==> src/rtl/byte_serializer8_pkg.sv <==
`default_nettype none
// +--------------------------------------------------------------------+
// | byte_serializer8_pkg : shared state encoding, defaults, clog2       |
// | Rev 1.0                                                             |
// +--------------------------------------------------------------------+
package byte_serializer8_pkg;

  typedef enum logic {
    ST_IDLE  = 1'b0,
    ST_SHIFT = 1'b1
  } state_t;

  localparam int c_DEF_WIDTH = 8;
  localparam int c_DEF_DIV   = 4;

  function automatic int clog2(input int value);
    int result;
    int v;
    result = 0;
    v      = value - 1;
    while (v > 0) begin
      result = result + 1;
      v      = v >> 1;
    end
    return result;
  endfunction

endpackage
`default_nettype wire

==> src/rtl/bit_tick_gen.sv <==
`default_nettype none
// +--------------------------------------------------------------------+
// | bit_tick_gen : one tick every DIV enabled cycles, restart on clear  |
// | Rev 1.0                                                             |
// +--------------------------------------------------------------------+
module bit_tick_gen
  import byte_serializer8_pkg::*;
#(
  parameter int DIV = c_DEF_DIV
) (
  input  logic clock,
  input  logic reset,
  input  logic clear,
  input  logic enable,
  output logic tick
);

  localparam int              c_CW   = (clog2(DIV) < 1) ? 1 : clog2(DIV);
  localparam logic [c_CW-1:0] c_LAST = c_CW'(DIV - 1);
  localparam logic [c_CW-1:0] c_ONE  = c_CW'(1);

  logic [c_CW-1:0] r_cnt;
  logic            w_last;

  assign w_last = (r_cnt == c_LAST);

  always_ff @(posedge clock or posedge reset) begin
    if (reset) begin
      r_cnt <= '0;
    end else if (clear) begin
      r_cnt <= '0;
    end else if (enable) begin
      r_cnt <= w_last ? '0 : r_cnt + c_ONE;
    end
  end

  assign tick = enable && w_last;

endmodule
`default_nettype wire

==> src/rtl/byte_serializer8.sv <==
`default_nettype none
// +--------------------------------------------------------------------+
// | byte_serializer8 : valid/ready loaded parallel-in serial-out shifter|
// | Rev 1.0                                                             |
// +--------------------------------------------------------------------+
module byte_serializer8
  import byte_serializer8_pkg::*;
#(
  parameter int WIDTH     = c_DEF_WIDTH,
  parameter int DIV       = c_DEF_DIV,
  parameter bit MSB_FIRST = 1'b1
) (
  input  logic             clock,
  input  logic             reset,
  input  logic [WIDTH-1:0] din,
  input  logic             load_valid,
  output logic             load_ready,
  output logic             sdata,
  output logic             sframe,
  output logic             busy,
  output logic             done
);

  localparam int              c_BW       = clog2(WIDTH);
  localparam logic [c_BW-1:0] c_BIT_LAST = c_BW'(WIDTH - 1);
  localparam logic [c_BW-1:0] c_BIT_ONE  = c_BW'(1);

  state_t           r_state, w_state_next;
  logic [WIDTH-1:0] r_shreg, w_shreg_next;
  logic [c_BW-1:0]  r_bitcnt, w_bitcnt_next;
  logic             r_done, w_done_next;
  logic             w_accept;
  logic             w_tick;
  logic             w_shifting;
  logic             w_out_bit;

  assign w_shifting = (r_state == ST_SHIFT);
  assign w_accept   = load_valid && (r_state == ST_IDLE);

  bit_tick_gen #(
    .DIV (DIV)
  ) u_tick (
    .clock  (clock),
    .reset  (reset),
    .clear  (w_accept),
    .enable (w_shifting),
    .tick   (w_tick)
  );

  always_ff @(posedge clock or posedge reset) begin
    if (reset) begin
      r_state  <= ST_IDLE;
      r_shreg  <= '0;
      r_bitcnt <= '0;
      r_done   <= 1'b0;
    end else begin
      r_state  <= w_state_next;
      r_shreg  <= w_shreg_next;
      r_bitcnt <= w_bitcnt_next;
      r_done   <= w_done_next;
    end
  end

  always_comb begin
    w_state_next  = r_state;
    w_shreg_next  = r_shreg;
    w_bitcnt_next = r_bitcnt;
    w_done_next   = 1'b0;
    case (r_state)
      ST_IDLE: begin
        if (w_accept) begin
          w_shreg_next  = din;
          w_bitcnt_next = '0;
          w_state_next  = ST_SHIFT;
        end
      end
      ST_SHIFT: begin
        if (w_tick) begin
          // zero-fill so the register is empty once the frame ends
          w_shreg_next = MSB_FIRST ? {r_shreg[WIDTH-2:0], 1'b0}
                                   : {1'b0, r_shreg[WIDTH-1:1]};
          if (r_bitcnt == c_BIT_LAST) begin
            w_bitcnt_next = '0;
            w_state_next  = ST_IDLE;
            w_done_next   = 1'b1;
          end else begin
            w_bitcnt_next = r_bitcnt + c_BIT_ONE;
          end
        end
      end
    endcase
  end

  if (MSB_FIRST) begin : g_msb_first
    assign w_out_bit = r_shreg[WIDTH-1];
  end else begin : g_lsb_first
    assign w_out_bit = r_shreg[0];
  end

  assign load_ready = (r_state == ST_IDLE);
  assign sframe     = w_shifting;
  assign busy       = w_shifting;
  assign sdata      = w_shifting & w_out_bit;
  assign done       = r_done;

endmodule
`default_nettype wire
==> config.mk <==
export PLATFORM = sky130hd
export DESIGN_NAME = byte_serializer8
export DESIGN_NICKNAME = d
export VERILOG_FILES = /design/src/rtl/byte_serializer8_pkg.sv /design/src/rtl/bit_tick_gen.sv /design/src/rtl/byte_serializer8.sv
export SDC_FILE = /design/constraint.sdc
export NUM_CORES = 1
export LEC_CHECK = 0
export CELL_PAD_IN_SITES_DETAIL_PLACEMENT = 1
export CELL_PAD_IN_SITES_GLOBAL_PLACEMENT = 2
export CORE_MARGIN = 10
export CORE_UTILIZATION = 34
export CTS_BUF_LIST = sky130_fd_sc_hd__clkbuf_16
export DETAILED_ROUTE_END_ITERATION = 7
export GPL_ROUTABILITY_DRIVEN = 1
export PLACE_DENSITY_LB_ADDON = 0.1
export SLEW_MARGIN = 25
export SYNTH_ARGS = -nofsm -noshare
export SYNTH_HDL_FRONTEND = slang
export SYNTH_HIERARCHICAL = 1
export SYNTH_SLANG_ARGS = --single-unit
==> constraint.sdc <==
create_clock -name clock -period 3.05 [get_ports clock]
set_clock_uncertainty 0.15 [all_clocks]
set_input_delay 0.915 -clock clock [delete_from_list [all_inputs] [get_ports clock]]
set_output_delay 0.915 -clock clock [all_outputs]
set_load 0.03 [all_outputs]
==> impl_metrics.csv <==
group,metric,value,unit
global_routing,overflow,0,
synth,synthTopCellsByArea,"dfrtp_1 49%, mux2i_1 18%, ha_1 4.9%, a22o_1 3.4%, and3b_1 3.4%",
synth,ys_seq_area_frac,0.488,
clock_tree,cts_tree,"yes",
power,peakVddDrop,0.399,mV
global_routing,grt_pass1_vias,605,
clock_tree,cts_sinks,15,
die,num_rows,17,
die,die_x,67.6,microns
sta,fmax,371,MHz
placement,io_buffer_count,15,
worst_setup_path,path_depth,2,
final_layout,area_growth,32.0,%
clock_tree,cts_hold_buf,0,
routing,first_pass_iters,2,
sta,tightestPinTransition,0.529,ns
placement,place_area,937,sq um
worst_setup_path,worstPathMaxFanout,10,
worst_setup_path,path_buf_inv,1,
clock_tree,ctsResizeCount,0,
global_routing,grt_max_degree,14,
sta,max-slew-margin-rel,0.647,
worst_hold_path,min_to,"r_shreg[4]",
synth,synth_top_area_cell,"dfrtp_1",
power,leakage,0.526,nW
final_layout,nFillCells,241,
worst_hold_path,hold_path_class,"flop to flop",
final_layout,nets,94,
synth,postSynthCellCount,63,
worst_setup_path,cp.required,1.98,ns
synth,synth_area_per_cell,12.2,sq um
worst_setup_path,slowest_stage,"clkdlybuf4s50_1",
worst_setup_path,crit_arrival,1.63,ns
job,maxCapViolCount,0,
clock_tree,cts_setup_buffers,0,
global_routing,grt_util_all_layers,0.0821,
sta,setup_viol,0,
global_routing,antenna_found_initial,0,
clock_tree,cts_buffers,3,
placement,gp_congestion,0.670,
synth,mappedNetlistArea,769,sq um
sta,slew_violations,0,
worst_setup_path,crit_chain,"and2_1, clkdlybuf4s50_1",
worst_setup_path,crit_family,"buffers and inverters",
sta,finalCritPeriodShare,0.883,
routing,wire_per_inst,15.7,microns
clock_tree,cts_htree_levels,1,
worst_setup_path,critPathLaunchType,"flop",
worst_setup_path,cpPeakStageDelay,0.66,ns
synth,netlist.area_leader.share,0.488,
sta,period_needed,2.69,ns
routing,ant_nets,0,
routing,drt_wl_total,1.68,mm
routing,drcViolationCount,0,
synth,syn_nets,77,
worst_setup_path,regToRegSetupSlack,1.14,ns
worst_setup_path,r2r_cells,3,
die,die_h,67.6,microns
final_layout,antenna_cells,0,
die,initial_core_util,0.351,
power,power.density,853,nW/um^2
clock_tree,cts_root_buf,"clkbuf_16",
synth,synth.distinct_cells,19,
worst_setup_path,timing.rr.start,"busy",
worst_setup_path,crit_path_end_kind,"primary output",
routing,vias,534,
clock_tree,clk_pin_slew_worst_paths,0.05,ns
final_layout,postLayoutCellArea,1020,sq um
die,core,2190,sq um
synth,synth-seq-cells,15,
clock_tree,clock_latency,0.24,ns
global_routing,grt_pass1_wl,2.79,mm
synth,yosysWarnings,6,
worst_setup_path,path_class,"flop to primary output",
sta,grt_setup_unrepaired,"false",
worst_hold_path,hold_depth,1,
die,io_pins,16,
die,die-area,4570,sq um
sta,hold_ws,0.347,ns
outcome,outcome,"complete, no violations",
worst_setup_path,timing.rr.end,"r_shreg[6]",
routing,vias_per_cell,4.99,
worst_hold_path,min_from,"r_shreg[4]",
sta,finalSetupTns,0,ns
placement,hpwl,1.25,mm
sta,finalHoldViolCount,0,
final_layout,drive_above_1_share,0.0759,
routing,dr.first_iter.drc_count,10,
clock_tree,cts_max_path_buffers,2,
==> cells in the final DEF, fill, tap and decap left out, drive strengths merged <==
cell type and count:
dfrtp 15, buf 1, a221o 2, nor2 4, o2bb2ai 1, and3 2, nand2b 1, nor2b 1
or3b 1, inv 4, a22o 3, a211o 1, and3b 3, a21oi 1, ha 3, mux2i 15
and2 3, clkdlybuf4s50 15, clkbuf 3
==> cells in the mapped netlist (all sizes together) <==
cell type / count
a211o: 1
a21oi: 1
a221o: 2
a22o: 3
and2: 3
and3: 2
and3b: 3
buf: 4
dfrtp: 15
ha: 3
inv: 3
mux2i: 15
nand2b: 1
nor2: 4
nor2b: 1
o2bb2ai: 1
or3b: 1
==> kinds of logic (layout without fill, tap and decap cells) <==
kind of cell | after synthesis | after routing | share of synthesized area
simple gates | 15 | 15 | 0.122
fa+ha+maj | 3 | 3 | 0.0488
mux | 15 | 15 | 0.200
flops | 15 | 15 | 0.488
buf+inv | 7 | 23 | 0.0471
compound gates | 8 | 8 | 0.0943
==> registers in the layout, summed over array words and instances, names as in the netlist <==
| register | cells |
|---|---|
| busy | 1 |
| r_shreg | 8 |
| u_tick/r_cnt | 2 |
| r_bitcnt | 3 |
| done | 1 |
==> layer usage <==
metal,global-route usage,wire length (microns),vias to the layer above
li1,-,-,257
met1,0.102,786,267
met5,0,0,-
met2,0.123,819,8
met4,0.0462,16,0
met3,0.0248,54,2
==> cell type report <==
type                       instances  area [sq um]  share of cell area
sequential                        15           375               0.369
multi-input combinational         41           358               0.352
timing repair buffer              16           158               0.155
clock buffer                       3          75.1              0.0739
tap                               28          35.0              0.0345
inverter                           3          11.3              0.0111
clock inverter                     1          3.75             0.00369
==> per-stage QoR <==
stage | power (W) | cells | util | worst slack [ns]
after floorplan | 0.000541 | 63 | - | 0.786
after global placement | 0.000612 | 103 | 0.428 | 0.553
after detailed placement | 0.000625 | 103 | 0.428 | 0.508
after CTS | 0.000882 | 107 | 0.464 | 0.327
after global routing | 0.000931 | 107 | 0.464 | 0.245
final | 0.000867 | 107 | 0.464 | 0.358
==> power breakdown <==
| part | leakage, nW | internal, W | switching [W] |
|---|---|---|---|
| Combinational | 0.292 | 0.000153 | 0.000145 |
| Sequential | 0.192 | 0.000268 | 0.0000493 |
| Clock | 0.0423 | 0.000174 | 0.0000787 |
| Total | 0.526 | 0.000594 | 0.000273 |
==> how the worst max path moves through the flow <==
stage               startpoint         end  slack, ns
finish                    busy       sdata       0.36
detailed placement  load_valid  r_shreg[6]       0.51
floorplan                 busy       sdata       0.79
global route              busy       sdata       0.25
CTS                       busy       sdata       0.33
global placement    load_valid  r_shreg[5]       0.55
(Power assumes the default switching activity.)
